--- config.mk ---
export PLATFORM = sky130hd
export DESIGN_NAME = hs4_sync_source
export DESIGN_NICKNAME = d
export VERILOG_FILES = /design/src/rtl/hs4_sync_source.sv
export SDC_FILE = /design/constraint.sdc
export NUM_CORES = 1
export LEC_CHECK = 0
export CAP_MARGIN = 20
export CORE_MARGIN = 5
export CORE_UTILIZATION = 38
export CTS_BUF_LIST = sky130_fd_sc_hd__clkbuf_8
export DETAILED_ROUTE_END_ITERATION = 16
export SYNTH_ARGS = -nofsm -noshare
export SYNTH_HDL_FRONTEND = slang
export SYNTH_SLANG_ARGS = --single-unit
--- constraint.sdc ---
create_clock -name clk -period 3.8 [get_ports clk]
set_input_delay 0.76 -clock clk [delete_from_list [all_inputs] [get_ports clk]]
set_output_delay 0.76 -clock clk [all_outputs]
set_load 0.02 [all_outputs]
--- src/rtl/hs4_sync_source.sv ---
// hs4_sync_source: clocked valid/ready front end feeding a 4-phase bundled-data
// req/ack pipeline. Words are queued in a small FIFO, presented on data_out for
// SETUP_CYC cycles, then handshaked with a full return-to-zero cycle against the
// synchronized ack_in. A sticky err flags ack timeouts and acks without a request.
module hs4_sync_source #(
   parameter int DATA_W      = 3,
   parameter int DEPTH       = 4,
   parameter int SETUP_CYC   = 2,
   parameter int SYNC_STAGES = 2,
   parameter int TIMEOUT     = 255
) (
   input  logic                     clk,
   input  logic                     rst_n,
   input  logic [DATA_W-1:0]        wr_data,
   input  logic                     wr_valid,
   output logic                     wr_ready,
   output logic [DATA_W-1:0]        data_out,
   output logic                     req_out,
   input  logic                     ack_in,
   output logic [$clog2(DEPTH):0]   count,
   output logic                     busy,
   output logic                     err
);

   localparam int AW = $clog2(DEPTH);
   localparam int CW = AW + 1;
   localparam int SW = (SETUP_CYC > 1) ? $clog2(SETUP_CYC) : 1;
   localparam int TW = $clog2(TIMEOUT + 1);

   localparam logic [CW-1:0] FULL_CNT   = CW'(DEPTH);
   localparam logic [SW-1:0] SETUP_LOAD = SW'(SETUP_CYC - 1);
   localparam logic [TW-1:0] TMO_MAX    = TW'(TIMEOUT);

   localparam logic [1:0] IDLE   = 2'd0;
   localparam logic [1:0] SETUP  = 2'd1;
   localparam logic [1:0] REQ_HI = 2'd2;
   localparam logic [1:0] RTZ    = 2'd3;

   logic [1:0]             state;
   logic [DATA_W-1:0]      mem [DEPTH];
   logic [AW-1:0]          wr_ptr;
   logic [AW-1:0]          rd_ptr;
   logic [SYNC_STAGES-1:0] sync_q;
   logic                   ack_s;
   logic                   ack_s_d;
   logic [SW-1:0]          cnt;
   logic [TW-1:0]          tmo;
   logic                   push;
   logic                   pop;

   assign ack_s    = sync_q[SYNC_STAGES-1];
   assign wr_ready = (count != FULL_CNT);
   assign push     = wr_valid & wr_ready;
   // A new word is only launched once the pipeline has returned ack to zero.
   assign pop      = (state == IDLE) && (count != '0) && !ack_s;
   assign busy     = (state != IDLE);

   // FIFO storage; contents need no reset since pointers and count gate reads.
   always_ff @(posedge clk) begin
      if (push) begin
         mem[wr_ptr] <= wr_data;
      end
   end

   // FIFO pointers and occupancy; simultaneous push and pop leave count unchanged.
   always_ff @(posedge clk or negedge rst_n) begin
      if (!rst_n) begin
         wr_ptr <= '0;
         rd_ptr <= '0;
         count  <= '0;
      end else begin
         if (push) begin
            wr_ptr <= wr_ptr + AW'(1);
         end
         if (pop) begin
            rd_ptr <= rd_ptr + AW'(1);
         end
         case ({push, pop})
            2'b10:   count <= count + CW'(1);
            2'b01:   count <= count - CW'(1);
            default: count <= count;
         endcase
      end
   end

   // Synchronizer for the asynchronous ack, plus one delayed copy for edge detection.
   always_ff @(posedge clk or negedge rst_n) begin
      if (!rst_n) begin
         sync_q  <= '0;
         ack_s_d <= 1'b0;
      end else begin
         sync_q  <= {sync_q[SYNC_STAGES-2:0], ack_in};
         ack_s_d <= ack_s;
      end
   end

   // Handshake sequencer: load, setup margin, request high, return to zero.
   always_ff @(posedge clk or negedge rst_n) begin
      if (!rst_n) begin
         state    <= IDLE;
         data_out <= '0;
         req_out  <= 1'b0;
         cnt      <= '0;
         tmo      <= '0;
         err      <= 1'b0;
      end else begin
         case (state)
            IDLE: begin
               if (pop) begin
                  data_out <= mem[rd_ptr];
                  cnt      <= SETUP_LOAD;
                  state    <= SETUP;
               end
            end
            SETUP: begin
               if (ack_s && !ack_s_d) begin
                  err <= 1'b1;
               end
               if (cnt == '0) begin
                  req_out <= 1'b1;
                  tmo     <= '0;
                  state   <= REQ_HI;
               end else begin
                  cnt <= cnt - SW'(1);
               end
            end
            REQ_HI: begin
               if (ack_s) begin
                  req_out <= 1'b0;
                  tmo     <= '0;
                  state   <= RTZ;
               end else if (tmo != TMO_MAX) begin
                  tmo <= tmo + TW'(1);
               end
            end
            RTZ: begin
               if (!ack_s) begin
                  state <= IDLE;
               end else if (tmo != TMO_MAX) begin
                  tmo <= tmo + TW'(1);
               end
            end
            default: state <= IDLE;
         endcase
         // Timeout only flags the condition; the sequencer keeps waiting for ack.
         if (((state == REQ_HI) || (state == RTZ)) && (tmo == TMO_MAX)) begin
            err <= 1'b1;
         end
      end
   end

endmodule

==> results.sh, run 1 <==
export IMPL_status="complete, no violations"
export IMPL_hold_viol=0
export IMPL_min_path_cells=0
export IMPL_synth_edf_count=12
export IMPL_reg2regPathDepth=10
export IMPL_swShare_pct=37.1
export IMPL_synth_flop_cell="dfrtp_1"
export IMPL_cts_sinks=38
export IMPL_antenna_cells=0
export IMPL_fin_crit_ns=2.53
export IMPL_finClkSkew_ns=0.00300
export IMPL_drtIter0Drc=57
export IMPL_ys_warn_count=0
export IMPL_relSlewSlack_pct=70.3
export IMPL_vias=1114
export IMPL_top_usage_layer="met2"
export IMPL_routedWlPerCell_um=14.0
export IMPL_cts_resized=0
export IMPL_grt_max_degree=27
export IMPL_startpoint_type="flop"
export IMPL_synth_nets=161
export IMPL_fin_crit_sh_pct=66.5
export IMPL_r2r_slack_ns=1.39
export IMPL_min_to="sync_q[1]"
export IMPL_power_frac_comb_pct=43.4
export IMPL_crit_required_ns=3.04
export IMPL_gp_congestion=0.781
export IMPL_worstSetupEndpointType="output port"
export IMPL_gr_usage_all_layers_pct=11.4
export IMPL_cts_buffers=5
export IMPL_io_buffers=16
export IMPL_drv_cap=0
export IMPL_clkTransAtPathRegs_ns=0.08
export IMPL_io_pins=17
export IMPL_crit_fanout=4
export IMPL_cts_htree_levels=2
export IMPL_antenna_found_initial=0
export IMPL_synthCells=142
export IMPL_worstReg2RegStart="state[1]"
export IMPL_core_area_mm2=0.00469
export IMPL_drive_above_1_share_pct=14.5
export IMPL_crit_arrival_ns=1.77
export IMPL_detail_route_antenna_nets=0
export IMPL_p_int_w=0.00111
export IMPL_clkLatencyLatePin_ns=0.29
export IMPL_async_flop_share_pct=68.4
export IMPL_max_freq_ghz=0.396
export IMPL_firstDrtPassIters=3
export IMPL_gr_usage_met3_pct=3.63
export IMPL_areaGrowthSynthToFinish_pct=18.3
export IMPL_r2r_end="count[2]"
export IMPL_grt_pass1_wl_mm=5.58
export IMPL_synth_distinct_cells=36
export IMPL_wl_mm=3.06
export IMPL_nets=183
export IMPL_gr_usage_met1_pct=13.5
export IMPL_clockPowerShare_pct=19.5
export IMPL_grt_overflow=0
export IMPL_postCtsHoldBufs=0
export IMPL_cts_path_max_buffers=2
export IMPL_finalSetupViolations=0
export IMPL_path_class="reg2out"
export IMPL_tightest_slew_ns=0.444
export IMPL_yosysSeqAreaShare_pct=55.5
export IMPL_p_per_area_mw_per_mm2=822
export IMPL_leakage_nw=0.906
export IMPL_slew_violations=0
export IMPL_hold_path_class="reg2reg"
export IMPL_post_cts_setup_buffer_count=0
export IMPL_final_cell_mix="26 x dfrtp_1, 16 x clkdlybuf4s50_1, 13 x inv_1, 12 x edfxtp_1, 11 x ha_1"
export IMPL_avgSynthCellArea_um2=12.8
export IMPL_root_buffer="clkbuf_8"
export IMPL_synthesis_area_mm2=0.00182
export IMPL_ir_drop_mv=0.306
export IMPL_hpwl_mm=2.28
export IMPL_tns_ns=0
export IMPL_vias_per_cell=5.09
export IMPL_cts_tree="built"
export IMPL_met2_usage_pct=19.0
export IMPL_min_from="sync_q[0]"
export IMPL_power_switching_w=0.000657
export IMPL_num_rows=25
export IMPL_die_h_um=79.2
export IMPL_total_power_w=0.00177
export IMPL_start_util_pct=38.8
export IMPL_grt_pass1_vias=1201
export IMPL_die_area_mm2=0.00628
export IMPL_final_common_cell="dfrtp_1"
export IMPL_drc=0
export IMPL_grt_setup_unrepaired="false"
export IMPL_seqPwrFrac_pct=37.1
export IMPL_die_x_um=79.2
export IMPL_ys_ff_latch=38
[metrics by stage]
| step | hold slack [ns] | setup WS, ns | cell area (um2) | instances | util (%) |
|---|---|---|---|---|---|
| global placement | 0.343 | 1.27 | 2040 | 211 | 43.5 |
| CTS | 0.368 | 1.26 | 2160 | 219 | 45.9 |
| global route | 0.402 | 1.19 | 2160 | 219 | 45.9 |
| floorplan | 0.331 | 1.57 | 1820 | 142 | - |
| finish | 0.367 | 1.27 | 2160 | 219 | 45.9 |
| detailed placement | 0.350 | 1.19 | 2040 | 211 | 43.5 |
[power groups by stage]
| stage | logic [W] | clock network [W] | registers, W |
|---|---|---|---|
| finish | 0.000768 | 0.000346 | 0.000658 |
| global route | 0.000854 | 0.000374 | 0.000679 |
| CTS | 0.000778 | 0.000355 | 0.000659 |
| detailed placement | 0.000773 | 0 | 0.000668 |
| global placement | 0.000752 | 0 | 0.000660 |
| floorplan | 0.000540 | 0 | 0.000683 |
[cell families (layout without fill, tap and decap cells)]
logic type                 count (synthesis)  after routing  synth area share, %
AOI/OAI and AO/OA                         19             19                 7.01
adders and majority gates                 12             12                 8.65
buffers and inverters                     15             38                 3.50
and+or+nand+nor                           39             39                 12.9
DFF                                       38             38                 55.5
xor gates and xnor gates                   7              7                 3.37
muxes                                     12             12                 9.07
[worst max path at each step]
stage | from | slack (ns) | to
3_3_place_gp | wr_valid | 1.27 | count[2]
6_report | state[1] | 1.27 | busy
5_1_grt | state[0] | 1.19 | count[2]
2_1_floorplan | count[0] | 1.57 | count[2]
3_5_place_dp | wr_valid | 1.19 | count[2]
4_1_cts | state[1] | 1.26 | busy
[registers in the layout, summed over array words and instances (netlist names), 2 cells and up]
signal    cells
rd_ptr        2
sync_q        2
wr_ptr        2
mem          12
count         3
tmo           8
state         2
data_out      3
[critical path, stage by stage, from the launching register on]
cell and delay [ns]:
dfrtp_1 0.41, inv_1 0.10, ha_1 0.18, inv_1 0.15
clkdlybuf4s50_1 0.64
[cell usage after synthesis (4+ instances only)]
cell type	count	area [um2]
a21oi_1	4	20.0
and3_1	5	31.3
dfrtp_1	26	651
edfxtp_1	12	360
ha_1	11	138
inv_1	13	48.8
mux2_2	6	67.6
nand2_1	6	22.5
nand3_1	6	30.0
nand4_1	4	25.0
nor2_1	5	18.8
o21ai_0	8	40.0
xor2_1	4	35.0
[final cells by class]
type | instances | area (um2)
fillers | 416 | 2540
flip-flops and latches | 38 | 1010
multi-input cells | 89 | 747
repair buffers | 17 | 168
clock buffers | 5 | 68.8
well taps | 54 | 67.6
inverters | 13 | 48.8
clock inverters | 3 | 45.0
[metal layers]
metal / vias to the layer above / share of wire [%]
met5: - / 0
met4: 0 / 1.5
met3: 5 / 3.5
met2: 13 / 50
met1: 546 / 44
li1: 550 / -
Power figures use the tool's default switching activity.
==> inputs of run 2 (changes only) <==
==> constraint.sdc (replaced) <==
create_clock -name clk -period 2.5 [get_ports clk]
set_input_delay 0.5 -clock clk [delete_from_list [all_inputs] [get_ports clk]]
set_output_delay 0.5 -clock clk [all_outputs]
set_load 0.02 [all_outputs]
==> results.sh, run 2 (synthesis gave the netlist of run 1 again) <==
export IMPL_hpwl_mm=2.32
export IMPL_vias=1118
export IMPL_top_regs="mem: 12 flops, tmo: 8 flops"
export IMPL_gr_usage_all_layers_pct=11.5
export IMPL_num_rows=25
export IMPL_hold_viol=0
export IMPL_tightest_slew_ns=0.362
export IMPL_die_x_um=79.2
export IMPL_drv_cap=0
export IMPL_drive_above_1_share_pct=15.1
export IMPL_r2r_end="count[2]"
export IMPL_min_to="sync_q[1]"
export IMPL_cts_path_max_buffers=2
export IMPL_final_cell_mix="26 x dfrtp_1, 16 x clkdlybuf4s50_1, 13 x inv_1, 12 x edfxtp_1, 11 x ha_1"
export IMPL_clockPowerShare_pct=16.9
export IMPL_antenna_found_initial=0
export IMPL_cts_tree="built"
export IMPL_grt_max_degree=27
export IMPL_io_buffers=16
export IMPL_grt_setup_unrepaired="false"
export IMPL_cp_common_cell="inv_1"
export IMPL_crit_required_ns=2.00
export IMPL_r2r_slack_ns=0.36
export IMPL_worstSetupEndpointType="output port"
export IMPL_max_freq_ghz=0.441
export IMPL_max_stage_delay_ns=0.64
export IMPL_fin_crit_ns=2.27
export IMPL_path_cells="inv_1 > ha_1 > inv_1 > clkdlybuf4s50_1"
export IMPL_clkTransAtPathRegs_ns=0.08
export IMPL_detail_route_antenna_nets=0
export IMPL_path_class="reg2out"
export IMPL_relSlewSlack_pct=75.7
export IMPL_status="complete, no violations"
export IMPL_nets=184
export IMPL_leakage_nw=0.908
export IMPL_gp_congestion=0.794
export IMPL_cp_slowest_cell="clkdlybuf4s50_1"
export IMPL_regMostFlops="mem"
export IMPL_finalSetupViolations=0
export IMPL_routedWlPerCell_um=14.1
export IMPL_startpoint_type="flop"
export IMPL_cts_sinks=38
export IMPL_fin_crit_sh_pct=90.6
export IMPL_power_frac_comb_pct=45.2
export IMPL_core_area_mm2=0.00469
export IMPL_ir_drop_mv=0.486
export IMPL_postCtsHoldBufs=0
export IMPL_p_per_area_mw_per_mm2=1220
export IMPL_min_path_cells=0
export IMPL_grt_overflow=0
export IMPL_areaGrowthSynthToFinish_pct=17.7
export IMPL_firstDrtPassIters=4
export IMPL_die_h_um=79.2
export IMPL_seqPwrFrac_pct=37.9
export IMPL_final_common_cell="dfrtp_1"
export IMPL_drtIter0Drc=89
export IMPL_slew_violations=0
export IMPL_worstReg2RegStart="count[0]"
export IMPL_root_buffer="clkbuf_8"
export IMPL_reg2regPathDepth=10
export IMPL_crit_fanout=4
export IMPL_wl_mm=3.11
export IMPL_grt_pass1_wl_mm=5.41
export IMPL_drc=0
export IMPL_post_cts_setup_buffer_count=0
export IMPL_crit_arrival_ns=1.77
export IMPL_cts_resized=0
export IMPL_finClkSkew_ns=0.00327
export IMPL_cts_htree_levels=2
export IMPL_vias_per_cell=5.08
export IMPL_antenna_cells=0
export IMPL_whs_ns=0.351
export IMPL_start_util_pct=38.8
export IMPL_p_int_w=0.00163
export IMPL_cts_buffers=5
export IMPL_io_pins=17
export IMPL_tns_ns=0
export IMPL_power_switching_w=0.000991
export IMPL_hold_path_class="reg2reg"
export IMPL_grt_pass1_vias=1171
export IMPL_swShare_pct=37.9
export IMPL_largest_reg_flops=12
export IMPL_die_area_mm2=0.00628
export IMPL_min_from="sync_q[0]"
export IMPL_clkLatencyLatePin_ns=0.29
==> run 2: changes by cell type in the layout (fill, tap and decap cells not counted), sizes merged <==
cell	delta
clkinvlp	-1
clkinv	+1
bufinv	-1
buf	+1
clkbuf	+1
==> run 2: power by group through the flow <==
| stage | clock, W | sequential (W) | combinational, W |
|---|---|---|---|
| detailed placement | 0 | 0.00101 | 0.00119 |
| global placement | 0 | 0.00100 | 0.00114 |
| global route | 0.000488 | 0.00102 | 0.00132 |
| finish | 0.000442 | 0.000993 | 0.00118 |
| CTS | 0.000457 | 0.000996 | 0.00121 |
| floorplan | 0 | 0.00104 | 0.000821 |
==> run 2: final cells by class <==
cell class / instances / area, um2
timing repair buffer: 18 / 175
multi-input combinational: 89 / 747
inverter: 13 / 48.8
tap: 54 / 67.6
clock buffer: 6 / 82.6
sequential: 38 / 1010
fill: 428 / 2550
clock inverter: 2 / 12.5
==> run 2: how the worst max path moves through the flow <==
stage / from / slack (ns) / to / cells after the start
3_5_place_dp: wr_valid / 0.15 / count[2] / 9
6_report: state[0] / 0.23 / busy / 4
3_3_place_gp: wr_valid / 0.23 / count[2] / 9
5_1_grt: state[0] / 0.13 / busy / 4
4_1_cts: state[0] / 0.20 / busy / 4
2_1_floorplan: count[0] / 0.27 / count[2] / 10
==> run 2: layer usage <==
metal  track usage, %  routed length, um
met5                0                  0
met4             5.67                 67
met3             4.08                110
met2             18.6               1510
met1             13.4               1420
==> run 2: metrics by stage <==
step	util [%]	setup slack (ns)	area, um2	std cells	total power, W
finish	45.7	0.235	2140	220	0.00262
global route	45.7	0.133	2140	220	0.00283
CTS	45.7	0.197	2140	220	0.00266
detailed placement	43.7	0.153	2050	212	0.00220
global placement	43.7	0.235	2050	212	0.00215
floorplan	-	0.268	1820	142	0.00186
==> run 2: critical path, delay by kind of cell, from the launching register on <==
| family | cells | cell delay (ns) |
|---|---|---|
| fa+ha+maj | 1 | 0.20 |
| buf+inv | 3 | 0.90 |
| flops | 1 | 0.38 |
==> inputs of run 3 (changes only) <==
--- a/config.mk
+++ b/config.mk
@@ -9,6 +9,7 @@
 export CORE_MARGIN = 5
 export CORE_UTILIZATION = 38
 export CTS_BUF_LIST = sky130_fd_sc_hd__clkbuf_8
+export CTS_CLUSTER_SIZE = 25
 export DETAILED_ROUTE_END_ITERATION = 16
 export SYNTH_ARGS = -nofsm -noshare
 export SYNTH_HDL_FRONTEND = slang
==> results of run 3 <==
Final layout, timing and power as in run 2 (identical DEF).
